**config.mk**
```make
export PLATFORM = sky130hd
export DESIGN_NAME = bitlink_host
export DESIGN_NICKNAME = d
export VERILOG_FILES = /design/src/rtl/bitlink_pkg.sv /design/src/rtl/bitlink_frame_rx.sv /design/src/rtl/bitlink_host.sv
export SDC_FILE = /design/constraint.sdc
export NUM_CORES = 1
export LEC_CHECK = 0
export CAP_MARGIN = 20
export CORE_MARGIN = 4
export CORE_UTILIZATION = 59
export CTS_BUF_LIST = sky130_fd_sc_hd__clkbuf_2 sky130_fd_sc_hd__clkbuf_4 sky130_fd_sc_hd__clkbuf_8
export DETAILED_ROUTE_END_ITERATION = 7
export HOLD_SLACK_MARGIN = 0.1
export PLACE_DENSITY = 0.88
export RECOVER_POWER = 100
export SETUP_SLACK_MARGIN = 0.05
export SLEW_MARGIN = 20
export SYNTH_ARGS = -nofsm -noshare
export SYNTH_HDL_FRONTEND = slang
export SYNTH_SLANG_ARGS = --single-unit
```
**constraint.sdc**
```tcl
create_clock -name clk_48mhz -period 7.5 [get_ports clk_48mhz]
set_input_delay 0.75 -clock clk_48mhz [delete_from_list [all_inputs] [get_ports clk_48mhz]]
set_output_delay 0.75 -clock clk_48mhz [all_outputs]
set_load 0.01 [all_outputs]
```
**src/rtl/bitlink_pkg.sv**
```systemverilog
// bitlink_pkg -- shared constants and types for the bitlink host.
//   IDX_W      : width of the command bit index (byte = {idx, val})
//   CHAR_*     : ASCII codes used by the device frame stream
//   tx_state_t : TX scheduler states
package bitlink_pkg;

  localparam int         IDX_W     = 7;
  localparam logic [7:0] CHAR_ZERO = 8'd48;  // '0'
  localparam logic [7:0] CHAR_ONE  = 8'd49;  // '1'
  localparam logic [7:0] CHAR_END  = 8'd42;  // '*'

  typedef enum logic [1:0] {
    IDLE = 2'd0,
    SCAN = 2'd1,
    SEND = 2'd2
  } tx_state_t;

endpackage

```
**src/rtl/bitlink_frame_rx.sv**
```systemverilog
// bitlink_frame_rx -- assembles '0'/'1' ASCII frames terminated by '*'.
// Ports:
//   clk_48mhz, reset           : clock, synchronous active-high reset
//   frm_data/frm_valid/frm_ready : incoming byte stream (always ready out of reset)
//   rx_vec                     : last good frame, character k -> bit k
//   rx_valid/rx_err_len/rx_err_char : single-cycle status pulses
module bitlink_frame_rx
  import bitlink_pkg::*;
#(
  parameter int OL = 64
) (
  input  logic          clk_48mhz,
  input  logic          reset,
  input  logic [7:0]    frm_data,
  input  logic          frm_valid,
  output logic          frm_ready,
  output logic [OL-1:0] rx_vec,
  output logic          rx_valid,
  output logic          rx_err_len,
  output logic          rx_err_char
);

  localparam int CW = $clog2(OL + 1);
  localparam int AW = (OL > 1) ? $clog2(OL) : 1;

  logic [CW-1:0] r_count;
  logic [OL-1:0] r_asm;
  logic [OL-1:0] r_vec;
  // Length and character faults are tracked apart so that a frame whose
  // only problem was a bad character does not also report a length error.
  logic          r_bad_len;
  logic          r_bad_char;
  logic          r_valid;
  logic          r_err_len;
  logic          r_err_char;

  logic          w_acc;
  logic          w_bit_char;
  logic          w_end;
  logic          w_full;

  assign frm_ready  = ~reset;
  assign w_acc      = frm_valid & frm_ready;
  assign w_bit_char = (frm_data == CHAR_ZERO) || (frm_data == CHAR_ONE);
  assign w_end      = (frm_data == CHAR_END);
  assign w_full     = (r_count == CW'(OL));

  always_ff @(posedge clk_48mhz) begin
    if (reset) begin
      r_count    <= '0;
      r_asm      <= '0;
      r_vec      <= '0;
      r_bad_len  <= 1'b0;
      r_bad_char <= 1'b0;
      r_valid    <= 1'b0;
      r_err_len  <= 1'b0;
      r_err_char <= 1'b0;
    end else begin
      r_valid    <= 1'b0;
      r_err_len  <= 1'b0;
      r_err_char <= 1'b0;
      if (w_acc) begin
        if (w_bit_char) begin
          if (w_full) begin
            r_bad_len <= 1'b1;
          end else begin
            // count < OL here, so the low AW bits are a valid bit index
            r_asm[r_count[AW-1:0]] <= frm_data[0];
            r_count                <= r_count + 1'b1;
          end
        end else if (w_end) begin
          if (w_full && !r_bad_len && !r_bad_char) begin
            r_vec   <= r_asm;
            r_valid <= 1'b1;
          end else if (!w_full || r_bad_len) begin
            r_err_len <= 1'b1;
          end
          r_count    <= '0;
          r_bad_len  <= 1'b0;
          r_bad_char <= 1'b0;
        end else begin
          r_err_char <= 1'b1;
          r_bad_char <= 1'b1;
        end
      end
    end
  end

  assign rx_vec      = r_vec;
  assign rx_valid    = r_valid;
  assign rx_err_len  = r_err_len;
  assign rx_err_char = r_err_char;

endmodule

```
**src/rtl/bitlink_host.sv**
```systemverilog
// bitlink_host -- host side of a bit-vector link.
// TX: a loaded vector is scanned one bit per cycle; selected bits (changed
// since the last completed send, or all bits in full mode) go out as
// command bytes {idx[6:0], val}. RX: frames are handled by bitlink_frame_rx.
// Ports:
//   clk_48mhz, reset                  : clock, synchronous active-high reset
//   wr_vec/wr_req/wr_ready/wr_full    : vector load handshake (+ full-send flag)
//   cmd_data/cmd_valid/cmd_ready      : outgoing command byte stream
//   frm_data/frm_valid/frm_ready      : incoming ASCII frame stream
//   rx_vec, rx_valid, rx_err_len, rx_err_char : received vector and status
module bitlink_host
  import bitlink_pkg::*;
#(
  parameter int IL = 64,
  parameter int OL = 64
) (
  input  logic          clk_48mhz,
  input  logic          reset,
  input  logic [IL-1:0] wr_vec,
  input  logic          wr_req,
  output logic          wr_ready,
  input  logic          wr_full,
  output logic [7:0]    cmd_data,
  output logic          cmd_valid,
  input  logic          cmd_ready,
  input  logic [7:0]    frm_data,
  input  logic          frm_valid,
  output logic          frm_ready,
  output logic [OL-1:0] rx_vec,
  output logic          rx_valid,
  output logic          rx_err_len,
  output logic          rx_err_char
);

  localparam int BW = (IL > 1) ? $clog2(IL) : 1;

  tx_state_t        r_state;
  tx_state_t        w_next;
  logic [IL-1:0]    r_shadow;
  logic [IL-1:0]    r_sent;
  logic             r_full;
  logic [IDX_W-1:0] r_idx;
  logic [7:0]       r_cmd_data;
  logic             r_cmd_valid;

  logic [BW-1:0]    w_bit;
  logic             w_load;
  logic             w_sel;
  logic             w_last;

  assign w_bit    = r_idx[BW-1:0];
  assign wr_ready = (r_state == IDLE) && !reset;

  always_comb begin
    w_load = (r_state == IDLE) && wr_req;
    w_sel  = r_full || (r_shadow[w_bit] != r_sent[w_bit]);
    w_last = (r_idx == IDX_W'(IL - 1));
    w_next = r_state;
    case (r_state)
      IDLE:    if (w_load) w_next = SCAN;
      SCAN:    if (w_sel) w_next = SEND;
               else if (w_last) w_next = IDLE;
      SEND:    if (cmd_ready) w_next = w_last ? IDLE : SCAN;
      default: w_next = IDLE;
    endcase
  end

  always_ff @(posedge clk_48mhz) begin
    if (reset) r_state <= IDLE;
    else       r_state <= w_next;
  end

  always_ff @(posedge clk_48mhz) begin
    if (reset) begin
      r_shadow    <= '0;
      r_sent      <= '0;
      r_full      <= 1'b0;
      r_idx       <= '0;
      r_cmd_data  <= '0;
      r_cmd_valid <= 1'b0;
    end else begin
      case (r_state)
        IDLE: begin
          if (w_load) begin
            r_shadow <= wr_vec;
            r_full   <= wr_full;
            r_idx    <= '0;
          end
        end
        SCAN: begin
          if (w_sel) begin
            r_cmd_data  <= {r_idx, r_shadow[w_bit]};
            r_cmd_valid <= 1'b1;
          end else if (w_last) begin
            r_sent <= r_shadow;
          end else begin
            r_idx <= r_idx + 1'b1;
          end
        end
        SEND: begin
          if (cmd_ready) begin
            r_cmd_valid <= 1'b0;
            // sent only advances when the whole scan finishes, so an aborted
            // send leaves the previous reference intact
            if (w_last) r_sent <= r_shadow;
            else        r_idx  <= r_idx + 1'b1;
          end
        end
        default: ;
      endcase
    end
  end

  assign cmd_data  = r_cmd_data;
  assign cmd_valid = r_cmd_valid;

  bitlink_frame_rx #(.OL(OL)) u_rx (
    .clk_48mhz   (clk_48mhz),
    .reset       (reset),
    .frm_data    (frm_data),
    .frm_valid   (frm_valid),
    .frm_ready   (frm_ready),
    .rx_vec      (rx_vec),
    .rx_valid    (rx_valid),
    .rx_err_len  (rx_err_len),
    .rx_err_char (rx_err_char)
  );

endmodule

```
# Yosys cells after proc, flatten, opt, wreduce, memory -nomap -nowiden
# Cells that the tools add are included.
# op_classes
n_eq_ne	15
n_lt_le_gt_ge	3
n_mux	34
n_addsub	2
reduce_logical	30
bitwise_logic	6
# ops
cell	count
two-way mux 64 bit	3
one-hot mux 64 bit (2 select lines)	1
bitwise mux 64 bit	1
two-way mux 7 bit	7
equality test 8 x 6 -> 1 bit (second input constant)	3
one-hot mux 7 bit (3 select lines)	1
AND reduction 3 bit	6
adder 7 x 1 -> 7 bit (second input constant)	2
< comparator 6 x 7 -> 1 bit (second input constant)	2
binary-select mux 1 bit (select 6 bit)	2
two-way mux 1 bit	12
inequality test 2 bit (second input constant)	6
two-way mux 2 bit	4
AND reduction 4 bit	2
equality test 7 x 6 -> 1 bit (second input constant)	1
equality test 7 bit (second input constant)	1
demux 1 bit (select 6 bit)	1
greater-or-equal comparator 6 x 1 -> 1 bit (second input constant)	1
one-hot mux 2 bit (3 select lines)	1
AND reduction 2 bit	3
logical AND 1 bit	5
inverter 1 bit	5
OR reduction 5 bit	1
logical NOT 1 bit	4
12 further kinds	15
# word_totals
in_bits	78
output_inout_bits	78
register_bits	287

# Longest topological paths before layout
# depth
depth_word	6
depth_mapped	14
mapped_depth_nobuf	9

# Cells and area by module
# From an unflattened synthesis, not the netlist that was laid out.
# hier_totals
cells_unflattened	1520
area_unflattened_um2	13269.0
# by_module_without_submodules
mod	n_inst	area_per_inst_um2	seq_area_each_um2	cells_each
bitlink_host	1	7013.0	2942.8	763
bitlink_frame_rx	1	6256.0	2802.7	757

# Worst setup path before layout
# No wires, ideal clock.
# synth_path
kind	input -> register
start	input frm_data[2]
end	register u_rx.r_asm[18]
path_slack_ns	4.302
stages	9
required_time_ns	7.372
path_buffers	1
t_arrival_ns	3.071
cell_sequence	or4b_1 > or4b_1 > clkbuf_1 > nor3b_2 > nand2b_1 > nor3b_2 > nand2_1 > mux2i_1 > nor2_1
# synth_between
elab_chain_len	3
# synth_rtl
element	line	text
start, declared	bitlink_host.sv:26	input logic [7:0] frm_data,
equality test 8 x 6 -> 1 bit	bitlink_frame_rx.sv:44	assign w_bit_char = (frm_data == CHAR_ZERO) || (frm_data == CHAR_ONE);
logical OR 1 bit *	bitlink_frame_rx.sv:44	
AND reduction 3 bit (no line) *	--	
end signal, assigned by index	bitlink_frame_rx.sv:68	r_asm[r_count[AW-1:0]] <= frm_data[0];
end, declared	bitlink_frame_rx.sv:27	logic [OL-1:0] r_asm;
# Mark *: on every way between the ends. The rest lies on a longest branch, timed or not.
# A chain may end at the register's enable or synchronous reset.

# Worst setup path after layout
# layout_path
start	input frm_data[7]
end	register u_rx.r_vec[6] (netlist: u_rx.rx_vec[6])
# layout_between
elab_chain_len	4
# layout_rtl
element	line	text
equality test 8 x 6 -> 1 bit	bitlink_frame_rx.sv:44	
logical OR 1 bit	bitlink_frame_rx.sv:44	
inverter 1 bit (no line)	--	
AND reduction 4 bit (no line) *	--	
end signal, assigned	bitlink_frame_rx.sv:73	r_vec <= r_asm;
end, declared	bitlink_frame_rx.sv:28	logic [OL-1:0] r_vec;
# Marks and branches as above.

==> summary.txt <==
Synth
  – Post-synthesis register bit count: 287
  – Most used flip-flop cell after synthesis: sky130_fd_sc_hd__dfxtp_1
  – Main area contributors after synthesis: sky130_fd_sc_hd__dfxtp_1 (47%), sky130_fd_sc_hd__nand2_1 (14%), sky130_fd_sc_hd__mux2i_1 (10%)
  – Syn. warnings: 0
  – Yosys top cell by area: sky130_fd_sc_hd__dfxtp_1
  – Combined area of all synthesized cells: 12,300 µm²
  – Proportion of synthesized chip area in sequential cells: 46.9%
  – Avg Cell Area, Syn: 8.56 µm²
  – Ys async rst share: 0%
  – Commonest cells in the netlist: sky130_fd_sc_hd__nand2_1 (458), sky130_fd_sc_hd__dfxtp_1 (287), sky130_fd_sc_hd__a21oi_1 (166)
  – Post-synthesis cell type count: 60
  – Net count after synthesis: 1,516
  – Post-synthesis cell count: 1,431
  – Library cell with the highest instance count after synthesis: sky130_fd_sc_hd__nand2_1
  – Count of flip-flops with a built-in enable after synthesis: 0
  – Share of the synthesized area in the top cell type: 46.9%

STA
  – Worst setup slack after layout: 2.96 ns
  – Post-route clock period utilization: 60.6%
  – Setup Total Neg Slack: 0 ns
  – Peak clock frequency supported by timing: 220 MHz
  – Worst-margin pin slew: 3.27 ns
  – Post-route minimum period: 4.54 ns
  – Setup violators final: 0
  – Final-report max-slew violation count: 201
  – Slew Limit Headroom: -118%
  – Number of failing hold endpoints at the final stage: 0
  – Unrepaired setup endpoints after global routing: false
  – Maximum clock skew at final layout: 0.0429 ns

Detailed routing
  – First-pass detailed-route iteration total: 5
  – Total length of routed wires: 30,100 µm
  – Remaining DRCs: 0
  – Routed wire per std cell: 16.3 µm
  – Antenna violation net count after detailed routing: 0
  – Via density per instance: approximately 5.6
  – Starting DRC count in detailed routing: 967
  – Total via count after detailed routing: 10,429

Clocking
  – H-Tree Depth: 2
  – Post-CTS Resized: 0
  – Max clock buf depth: 3
  – CTS hold repair buffers: 0
  – Clock latency reported for the late side of the worst-skew pair: slightly below 0.6 ns
  – Number of buffers created by CTS: 47
  – Post-CTS clock slew at the launch and capture registers of the worst setup and hold paths: about 0.07 ns
  – TritonCTS clock tree: yes
  – Clock Tree Root: sky130_fd_sc_hd__clkbuf_8
  – Post-CTS repair timing setup buffer count: 0
  – Total number of clock tree sinks: roughly 290

Worst setup path
  – Endpoint kind of the worst setup timing path: flop
  – Startpoint types: input port
  – Cell with the biggest individual delay on the critical path: sky130_fd_sc_hd__or4_2
  – Worst Path Arrival: 5.04 ns
  – Worst-path fanout max: 65
  – Most prevalent standard cell on the critical path: sky130_fd_sc_hd__buf_4
  – Type of the worst setup path: input port to flop
  – Critical path, cell by cell: dlygate4sd3_1 -> or4b_1 -> nor4_1 -> nand3_1 -> or4_2 -> buf_4 -> inv_1 -> buf_4 -> nand2_1 -> a21oi_1
  – Worst path required time: 8.00 ns
  – Slowest stage delay, CP: 0.65 ns

Final layout
  – Cell area after layout: 14,600 µm²
  – Diodes inserted: 0
  – Share of final-layout standard cells stronger than drive strength 1: 8.69%
  – Filler-free cell count of the finished design: 1,846
  – Area growth syn-to-layout: 19.4%
  – Number of nets in the final layout: 1,623
  – Final Core Density: 71.8%

Place
  – Final HPWL from detailed placement: 19,100 µm
  – Post-placement worst setup slack: 2.80 ns
  – Placed standard-cell area: 13,700 µm²
  – Post-Place Cells: approximately 1,800
  – RePlAce Congestion: between 0.8 and 0.9
  – Port Buf Inserts: 155

Floorplanning
  – Io pins: between 150 and 200
  – Die outline width: 152 µm
  – Area of the core region: 20,400 µm²
  – Initial core utilization: roughly 60%
  – Rows: 52
  – Total die area: 23,100 µm²
  – Die height: 152 µm

Pwr
  – VDD IR-drop max: roughly 0.15 mV
  – Power per Cell Area: 239 nW/µm²
  – Leak pwr: roughly 5.4 nW

Status
  – Outcome: finished with violations
  – Violated checks: capacitance limit, slew limit

Global routing
  – Peak-usage layer in the global routing report: met2
  – Met2 usage in global routing: 43.2%
  – Largest net degree at the start of global routing: 102
  – Met1 global-route usage: 31.5%
  – Overflow left after global routing: 0
  – Wire length of the first global-routing pass: 49,800 µm
  – Initial antenna violation count: 2
  – Met3 GRT Util: 5.46%
  – Total track usage: 25.2%
  – Number of global-route vias before repair: 10,093

Flow run
  – Max-cap violations: 3

Worst hold path
  – Worst hold path type: flop to flop
==> sequential cells by signal (all words and copies together) (netlist names), 2 cells and up <==
name,count
cmd_data,8
r_sent,64
u_rx.rx_vec,64
r_shadow,64
r_idx,7
u_rx.r_count,7
r_state,2
u_rx.r_asm,64
==> cells in the final DEF (no fill, tap or decap), types with 3 or more instances in the layout <==
master,instances
sky130_fd_sc_hd__mux4_2,22
sky130_fd_sc_hd__a211oi_1,4
sky130_fd_sc_hd__nand2_1,457
sky130_fd_sc_hd__nor3_1,8
sky130_fd_sc_hd__o21ai_0,21
sky130_fd_sc_hd__dlygate4sd3_1,78
sky130_fd_sc_hd__inv_1,6
sky130_fd_sc_hd__a31o_2,3
sky130_fd_sc_hd__mux2i_1,127
sky130_fd_sc_hd__nor2b_1,4
sky130_fd_sc_hd__ha_1,7
sky130_fd_sc_hd__nand3b_1,4
sky130_fd_sc_hd__and2_1,4
sky130_fd_sc_hd__or3_1,7
sky130_fd_sc_hd__a21oi_1,166
sky130_fd_sc_hd__nand4_1,14
sky130_fd_sc_hd__clkdlybuf4s50_1,75
sky130_fd_sc_hd__clkbuf_4,17
sky130_fd_sc_hd__and3_1,6
sky130_fd_sc_hd__nand3_1,16
sky130_fd_sc_hd__nor3b_1,3
sky130_fd_sc_hd__clkinv_2,5
sky130_fd_sc_hd__buf_4,10
sky130_fd_sc_hd__nor2_1,98
sky130_fd_sc_hd__o221ai_1,6
sky130_fd_sc_hd__dfxtp_1,287
sky130_fd_sc_hd__a22oi_1,4
sky130_fd_sc_hd__clkbuf_8,62
sky130_fd_sc_hd__mux2_2,6
sky130_fd_sc_hd__xor2_1,5
sky130_fd_sc_hd__a221oi_1,3
sky130_fd_sc_hd__o22ai_1,3
==> power by group <==
part / internal [mW] / total [mW] / switching, mW
sequential: 1.58 / 1.64 / 0.0580
clock: 0.828 / 1.46 / 0.633
combinational: 0.163 / 0.395 / 0.233
total: 2.57 / 3.50 / 0.923
==> worst max-delay path, delay by kind of cell <==
family | cells | cell delay [ns]
AO/OA/AOI/OAI | 1 | 0.14
buffers and inverters | 4 | 1.88
AND/OR/NAND/NOR | 5 | 2.21
==> routing by layer <==
layer,wire [µm],share of wire (%)
met3,1820,6.0
met4,795,2.6
met1,12500,41
met5,34,0.11
met2,15000,50
==> stage by stage <==
step	hold WS (ns)	total power [mW]
after detailed placement	0.444	2.07
after global placement	0.435	2.05
after CTS	0.448	3.51
final	0.446	3.50
after floorplan	0.428	1.94
after global routing	0.458	3.63
==> kinds of logic after synthesis <==
family / after synthesis / share of synthesized area [%]
AOI/OAI and AO/OA: 223 / 10.2
xor gates and xnor gates: 6 / 0.490
and+or+nand+nor: 635 / 21.4
buffers and inverters: 116 / 4.92
DFF: 287 / 46.9
muxes: 157 / 15.4
adders and majority gates: 7 / 0.715
==> path summary, 6_finish.rpt <==
path	from	endpoint	slack [ns]	depth (start not counted)
min reg2reg	u_rx.r_asm[37]	u_rx.rx_vec[37]	0.45	2
max	frm_data[7]	u_rx.rx_vec[6]	2.96	10
max reg2reg	r_idx[1]	r_sent[28]	2.97	10
min	u_rx.r_asm[37]	u_rx.rx_vec[37]	0.45	2
==> layout make-up <==
cell class,count,area (µm²)
clock inverters,8,57.6
fillers,1490,5740
inverters,9,35.0
clock buffers,79,981
well taps,270,338
flip-flops and latches,287,5750
repair buffers,165,1620
multi-input cells,1028,5850
(Power assumes the default switching activity.)
